`config.mk`:
```
export PLATFORM = sky130hd
export DESIGN_NAME = mul64_seq_flat
export DESIGN_NICKNAME = d
export VERILOG_FILES = /design/src/rtl/mul64_seq_pkg.sv /design/src/rtl/mul64_seq_if.sv /design/src/rtl/mul64_seq_add64.sv /design/src/rtl/mul64_seq.sv /design/src/flat_wrapper.sv
export SDC_FILE = /design/constraint.sdc
export NUM_CORES = 1
export LEC_CHECK = 0
export CAP_MARGIN = 5
export CORE_UTILIZATION = 45
export CTS_CLUSTER_DIAMETER = 150
export DETAILED_ROUTE_END_ITERATION = 16
export PLACE_DENSITY = 0.72
export SYNTH_ARGS = -nofsm -noshare
export SYNTH_HDL_FRONTEND = slang
export SYNTH_SLANG_ARGS = --single-unit
export TNS_END_PERCENT = 5
```
`constraint.sdc`:
```
create_clock -name clk -period 6.2 [get_ports clk]
set_input_delay 1.24 -clock clk [delete_from_list [all_inputs] [get_ports clk]]
set_output_delay 1.24 -clock clk [all_outputs]
set_load 0.01 [all_outputs]
```
`src/rtl/mul64_seq_pkg.sv`:
```
// rtl/mul64_seq_pkg.sv - shared constants and state encoding for the sequential multiplier
package mul64_seq_pkg;

    localparam int MUL_W     = 64;
    localparam int MUL_CNT_W = 7;

    typedef enum logic [1:0] {
        ST_IDLE = 2'd0,
        ST_RUN  = 2'd1,
        ST_DONE = 2'd2
    } state_t;

endpackage

```
`src/rtl/mul64_seq_if.sv`:
```
// rtl/mul64_seq_if.sv - start/busy/done request interface of the multiplier
interface mul64_seq_if;
    import mul64_seq_pkg::*;

    logic                 start;
    logic [MUL_W-1:0]     a;
    logic [MUL_W-1:0]     b;
    logic                 busy;
    logic                 done;
    logic [2*MUL_W-1:0]   product;

    modport master (output start, a, b, input busy, done, product);
    modport slave  (input start, a, b, output busy, done, product);

endinterface

```
`src/rtl/mul64_seq_add64.sv`:
```
// rtl/mul64_seq_add64.sv - Add64 carry-lookahead adder, 4-bit groups with lookahead across groups
module add64 (
    input  logic [63:0] a,
    input  logic [63:0] b,
    input  logic        cin,
    output logic [63:0] sum,
    output logic        cout,
    output logic        pg,
    output logic        gg
);
    localparam int GRP  = 4;
    localparam int NGRP = 16;

    logic [63:0]     g;
    logic [63:0]     p;
    logic [NGRP-1:0] grp_g;
    logic [NGRP-1:0] grp_p;
    logic [NGRP:0]   grp_c;
    logic            c;
    logic            gg_acc;

    always_comb begin
        g      = a & b;
        p      = a ^ b;
        grp_g  = '0;
        grp_p  = '1;
        grp_c  = '0;
        sum    = '0;
        c      = 1'b0;
        gg_acc = 1'b0;

        for (int k = 0; k < NGRP; k++) begin
            for (int i = 0; i < GRP; i++) begin
                grp_g[k] = g[k*GRP+i] | (p[k*GRP+i] & grp_g[k]);
                grp_p[k] = grp_p[k] & p[k*GRP+i];
            end
        end

        grp_c[0] = cin;
        for (int k = 0; k < NGRP; k++) begin
            grp_c[k+1] = grp_g[k] | (grp_p[k] & grp_c[k]);
            gg_acc     = grp_g[k] | (grp_p[k] & gg_acc);
        end

        // Each group only ripples internally from its looked-ahead carry-in.
        for (int k = 0; k < NGRP; k++) begin
            c = grp_c[k];
            for (int i = 0; i < GRP; i++) begin
                sum[k*GRP+i] = p[k*GRP+i] ^ c;
                c = g[k*GRP+i] | (p[k*GRP+i] & c);
            end
        end

        cout = grp_c[NGRP];
        pg   = &p;
        gg   = gg_acc;
    end

endmodule

```
`src/rtl/mul64_seq.sv`:
```
// rtl/mul64_seq.sv - iterative 64x64->128 shift-add multiplier around one Add64
module mul64_seq
    import mul64_seq_pkg::*;
#(
    parameter int WIDTH       = 64,
    parameter bit ZERO_BYPASS = 1'b1
) (
    input  logic        clk,
    input  logic        rst_n,
    mul64_seq_if.slave  bus
);
    if (WIDTH != MUL_W) begin : g_width_check
        $error("mul64_seq: WIDTH must be 64");
    end

    state_t                 state, state_next;
    logic [MUL_W-1:0]       acc, acc_next;
    logic [MUL_W-1:0]       mcand, mcand_next;
    logic [MUL_W-1:0]       mplier, mplier_next;
    logic [MUL_CNT_W-1:0]   count, count_next;
    logic [2*MUL_W-1:0]     product, product_next;

    logic [MUL_W-1:0]       add_sum;
    logic                   add_cout;
    logic [MUL_W:0]         partial;
    logic [2*MUL_W-1:0]     shifted;
    logic                   bypass;

    add64 u_add64 (
        .a    (acc),
        .b    (mcand),
        .cin  (1'b0),
        .sum  (add_sum),
        .cout (add_cout),
        .pg   (),
        .gg   ()
    );

    // The 65-bit partial sum keeps the adder's carry as the new top bit.
    always_comb begin
        partial = mplier[0] ? {add_cout, add_sum} : {1'b0, acc};
        shifted = {partial, mplier[MUL_W-1:1]};
        bypass  = ZERO_BYPASS && ((bus.a == '0) || (bus.b == '0));
    end

    always_ff @(posedge clk) begin
        if (!rst_n) begin
            state   <= ST_IDLE;
            acc     <= '0;
            mcand   <= '0;
            mplier  <= '0;
            count   <= '0;
            product <= '0;
        end else begin
            state   <= state_next;
            acc     <= acc_next;
            mcand   <= mcand_next;
            mplier  <= mplier_next;
            count   <= count_next;
            product <= product_next;
        end
    end

    always_comb begin
        state_next   = state;
        acc_next     = acc;
        mcand_next   = mcand;
        mplier_next  = mplier;
        count_next   = count;
        product_next = product;
        bus.busy     = 1'b0;
        bus.done     = 1'b0;

        case (state)
            ST_IDLE, ST_DONE: begin
                bus.done   = (state == ST_DONE);
                state_next = ST_IDLE;
                if (bus.start) begin
                    state_next = ST_RUN;
                    acc_next   = '0;
                    if (bypass) begin
                        // Zeroed operands parked on the last iteration: one cycle, product 0.
                        mcand_next  = '0;
                        mplier_next = '0;
                        count_next  = MUL_CNT_W'(MUL_W - 1);
                    end else begin
                        mcand_next  = bus.a;
                        mplier_next = bus.b;
                        count_next  = '0;
                    end
                end
            end
            ST_RUN: begin
                bus.busy    = 1'b1;
                acc_next    = shifted[2*MUL_W-1:MUL_W];
                mplier_next = shifted[MUL_W-1:0];
                count_next  = count + 1'b1;
                if (count == MUL_CNT_W'(MUL_W - 1)) begin
                    product_next = shifted;
                    state_next   = ST_DONE;
                end
            end
            default: state_next = ST_IDLE;
        endcase
    end

    assign bus.product = product;

endmodule

```
`src/flat_wrapper.sv`:
```
// flat-port wrapper written by rule: the top's interface ports become plain ports
module mul64_seq_flat import mul64_seq_pkg::*;
#(
    parameter int WIDTH       = 64,
    parameter bit ZERO_BYPASS = 1'b1
)
  (clk, rst_n, bus_start, bus_a, bus_b, bus_busy, bus_done, bus_product);
  mul64_seq_if bus_i ();
  input  logic clk;
  input  logic rst_n;
  input wire logic [$bits(bus_i.start)-1:0] bus_start;
  input wire logic [$bits(bus_i.a)-1:0] bus_a;
  input wire logic [$bits(bus_i.b)-1:0] bus_b;
  output wire logic [$bits(bus_i.busy)-1:0] bus_busy;
  output wire logic [$bits(bus_i.done)-1:0] bus_done;
  output wire logic [$bits(bus_i.product)-1:0] bus_product;
  assign bus_i.start = bus_start;
  assign bus_i.a = bus_a;
  assign bus_i.b = bus_b;
  assign bus_busy = bus_i.busy;
  assign bus_done = bus_i.done;
  assign bus_product = bus_i.product;
  mul64_seq #(.WIDTH(WIDTH), .ZERO_BYPASS(ZERO_BYPASS)) u_core (.clk(clk), .rst_n(rst_n), .bus(bus_i));
endmodule
```
After elaboration in Yosys (flattened, before gate mapping). Cells that the tools add are included.

Mux-type cells: 15. Add/sub/neg operators: 1. Reductions and logical operators: 9. Bitwise logic cells: 326. Equality and inequality tests: 5.

Operators with widths (number): $mux 64 (4); $pmux 64 s2 (2); $and 1x1->1 (153); $logic_not 64->1 (2); $or 1x1->1 (108); $mux 65 (1); $and 64x64->64 (1); $xor 64x64->64 (1); $xor 1x1->1 (63); $pmux 7 s2 (1); $add 7x1->7 const B (1); $eq 7x6->1 const B (1); $mux 7 (1); $mux 6 (1); $reduce_and 2->1 (3); $pmux 2 s2 (1); $mux 1 (3); $eq 2x1->1 const B (1); $eq 2x2->1 const B (1); $logic_not 2->1 (1); $mux 2 (1); $ne 2x1->1 const B (1); $ne 2x2->1 const B (1); $reduce_bool 2->1 (1); other kinds (2) (2).

Word-level logic and storage cells: 362. Register bits: 329. Output and inout bits: 130.

Logic depth before layout (Yosys ltp).
Depth after elaboration: 44. Gate-level depth with buffers: 19.

Cells and area by module. From an unflattened synthesis, not the netlist that was laid out.

Cells, all modules: 1848. Area total of the unflattened synthesis: 16279.4 µm².

Modules (own cells, without submodules): mul64_seq (cells each 1566, times used 1, area an instance 13437.9 µm²); add64 (cells each 282, times used 1, area an instance 2841.5 µm²).

Worst setup path after synthesis. No wires, ideal clock.

Path type: register to register. From: register u_core.mcand[0]. To: register u_core.product[122] (netlist: u_core.bus.product[122]). Data arrival time: 5.130 ns. Setup time: 0.115 ns. Cell stages (with the launch flop): 20. Slack: 0.955 ns. Path buffers: 0. Clock period less this slack: 5.245 ns. Data required time: 6.085 ns. Path through: dfxtp_1 ha_1 fa_1 fa_1 fa_1 a211oi_1 o21ai_2 a31oi_2 a31oi_4 a41oi_2 o21bai_1 a21bo_2 fa_1 fa_1 fa_1 xnor2_1 nand2_1 o21ai_0 o21ai_0 and2_1.

Cells in the longest elaborated chain, start to end: 41.

Ends and longest elaborated chain: from (decl) (RTL line mul64_seq.sv:18) `logic [MUL_W-1:0] mcand, mcand_next;`; from (signal assigned) (RTL line mul64_seq.sv:57) `mcand <= mcand_next;`; $and 64x64->64 (RTL line mul64_seq_add64.sv:23) `g = a & b;`; $and 1x1->1 (RTL line mul64_seq_add64.sv:34) `grp_g[k] = g[k*GRP+i] | (p[k*GRP+i] & grp_g[k]);`; $or 1x1->1 (RTL line mul64_seq_add64.sv:34); $and 1x1->1 (RTL line mul64_seq_add64.sv:34); $or 1x1->1 (RTL line mul64_seq_add64.sv:34); $and 1x1->1; $or 1x1->1; $and 1x1->1; (+25 left out); $and 1x1->1 (RTL line mul64_seq_add64.sv:50) `c = g[k*GRP+i] | (p[k*GRP+i] & c);`; $or 1x1->1 (RTL line mul64_seq_add64.sv:50); $and 1x1->1 (RTL line mul64_seq_add64.sv:50); $or 1x1->1 (RTL line mul64_seq_add64.sv:50); $and 1x1->1 (RTL line mul64_seq_add64.sv:50); $or 1x1->1 (RTL line mul64_seq_add64.sv:50); $xor 1x1->1 (RTL line mul64_seq_add64.sv:49) `sum[k*GRP+i] = p[k*GRP+i] ^ c;`; $mux 65 (RTL line mul64_seq.sv:41) `partial = mplier[0] ? {add_cout, add_sum} : {1'b0, acc};`; to (signal assigned) (RTL line mul64_seq.sv:60) `product <= product_next;`; to (decl) (RTL line mul64_seq.sv:21) `logic [2*MUL_W-1:0] product, product_next;`.

No other way between the ends. A chain may end at the register's enable or synchronous reset.

Worst setup path after layout. Ends and elaborated chain as after synthesis.

==> metrics.txt <==
Setup Buffers After CTS=0; Chip Height=185.8 um; Post-route DRC=0; max-cap violations=0; Worst EP arrival=6.22 ns; Setup Slack @ Placement=0.4032 ns; Critical Path Max Stage Delay=0.48 ns; share of cells above drive strength 1=0.06457; Worst Path Max Fanout=4; core box area=32870 sq um; Synth area leaders=dfxtp_1 (43%), nand2_1 (6.5%), fa_1 (6.3%); Post-synth top cells=dfxtp_1 (329), nand2_1 (265), nor2b_1 (114), clkbuf_1 (97), a21boi_0 (92); Final Max Slew Viols=0; critical path endpoint category=register; Final Setup Violations=0; slew of the pin with the lowest slew margin=1.134 ns; final wirelength=41500 um; Routed Antenna Nets=0; Synth Flop Type=dfxtp_1; hold slack final=0.4654 ns; post-synth top area cell=dfxtp_1; setup tns final=0 ns; Vias per Instance=5.638; Peak VDD IR=0.0001798 V; grt ovf=0; CP Class=register to register; GPL Wtd Cong=0.8170; Final min period=5.818 ns; post-route cell area=19210 sq um; Clock Skew=0.02104 ns; EDFF count, synth=0; Highest Clock Rate=171.9 MHz; first-pass GRT wire length=65180 um; worst setup margin=0.3821 ns; Worst-path clk slew=0.06 ns; Overall Global Routing Usage=0.2376; Synth Warn #=0; HPWL Detailed=27840 um; Final #Nets=1997; startpoint types=register; Placed Area=17990 sq um; Clock Sinks=329; num ports=261; Synth top area share=0.4335; CTS tree=done; Die ar.=34500 sq um; crit path buf inv count=0; Std-Cell Rows=66; register bit total from synthesis=329; # H-tree levels=2; Worst-Skew Late Latency=0.52 ns; Die X=185.8 um; Initial Util=0.4623; Worst path most repeated cell=fa_1; CTS resizes=0; CP Cell Sequence=ha_1, fa_1, fa_1, fa_1, a211oi_1, o21ai_2, a31oi_2, a31oi_4, a41oi_2, o21bai_1, a21bo_2, fa_1, fa_1, fa_1, xnor2_1, nand2_1, o21ai_0, o21ai_0, and2_1; Mapped Cells=1567; Layout Area Growth over Synthesis=26.41%; hold buffers post-CTS=0; Hold Path Class=register to register; power density cells=253.8 nW/um^2; final hold viol count=0; wire length per cell=18.67 um; Top delay family on crit path=adder cells; clock root cell=clkbuf_16; antenna cell count=0; Synth async-reset ratio=0; Vias=12530; Syn Nets=1808; initial DRC count=1213; post-synthesis sequential area ratio=0.4335; fin crit share=0.9384; Pre-Repair DR Iteration Count=9; Avg Inst Size Synth=9.697 sq um; initial antenna violation count=0; Inserted Clock Buffers=36; slew margin rel.=0.2440; Leak=7.445 nW; RSZ-0062 raised after global routing=no; number of buffers added on ports=260; clk buf depth=3; area of the mapped netlist=15190 sq um; status=completed; Slowest-stage cell, CP=fa_1; post-synthesis cell type count=54; Worst Path Required=6.60 ns; largest net degree at the start of global routing=146; most numerous cell in the Yosys netlist=dfxtp_1; vias in the first global route=12100
## metal layers
metal / vias up / track usage / share of wire
li1: 6019 / - / -
met1: 6045 / 0.3219 / 0.45
met2: 390 / 0.3858 / 0.47
met3: 79 / 0.03209 / 0.052
met4: 0 / 0.08525 / 0.030
met5: - / 0 / 0
## sequential cells by signal, indices dropped and copies added (netlist names)
register,flops
u_core.mcand,64
u_core.bus.product,128
u_core.acc,64
u_core.count,7
u_core.state,2
u_core.mplier,64
## cell usage in the layout (no fill, tap or decap), types with 12 or more instances in the layout
master           instances
nor4_1                  34
ha_1                    62
and2_1                  31
nor2_1                  36
nand2_1                265
a22oi_1                 27
mux2_2                  27
clkbuf_16               37
o211a_1                 22
nand4_1                 18
a21oi_1                 46
xnor2_1                 15
fa_1                    48
dfxtp_1                328
a22o_1                  64
a21boi_0                92
o21ai_0                 56
clkdlybuf4s50_1        259
a222oi_1                63
mux2i_1                 22
nor2b_1                114
a21o_1                  12
## cell families after synthesis
family	Yosys count	synth area share
xor gates and xnor gates	15	0.008647
muxes	49	0.03450
AOI/OAI and AO/OA	418	0.2123
buffers and inverters	125	0.03203
adders and majority gates	110	0.1143
DFF	329	0.4335
and+or+nand+nor	521	0.1648
## path summary, 6_finish.rpt
kind | start | end | slack [ns] | cells after the start
worst max-delay path | u_core.mcand[0]$_SDFFE_PN0P_ | u_core.bus.product[122]$_SDFFE_PN0P_ | 0.38 | 19
worst min-delay path | u_core.bus.product[76]$_SDFFE_PN0P_ | u_core.bus.product[76]$_SDFFE_PN0P_ | 0.47 | 2
worst max register to register | u_core.mcand[0]$_SDFFE_PN0P_ | u_core.bus.product[122]$_SDFFE_PN0P_ | 0.38 | 19
worst min register to register | u_core.bus.product[76]$_SDFFE_PN0P_ | u_core.bus.product[76]$_SDFFE_PN0P_ | 0.47 | 2
## worst register-to-register path, delay by kind of cell, from the launching register on
kind / cells / cell delay, ns
AND/OR/NAND/NOR: 2 / 0.24
AO/OA/AOI/OAI: 9 / 2.05
flip-flops: 1 / 0.32
XOR/XNOR: 1 / 0.14
adder cells (fa/ha/maj): 7 / 2.99
## power by group
| part | internal, W | total [W] | switching, W |
|---|---|---|---|
| registers | 0.00218 | 0.00225 | 0.0000757 |
| clock network | 0.00134 | 0.00220 | 0.000857 |
| logic | 0.000203 | 0.000419 | 0.000216 |
## metrics by stage
step,total power [W],util,cells
after CTS,0.004918,0.5844,2223
after detailed placement,0.002714,0.5474,2160
after global placement,0.002703,0.5474,2160
after global routing,0.005058,0.5844,2223
after floorplan,0.002522,-,1567
final,0.004874,0.5844,2223
## final cells by class
class | instances | area, sq um
clock inverter | 13 | 172.7
fill | 2892 | 13660
timing repair buffer | 270 | 2679
multi-input combinational | 1113 | 8145
inverter | 6 | 22.52
clock buffer | 50 | 1045
tap | 442 | 553.0
sequential | 329 | 6590
(Power assumes the default switching activity.)
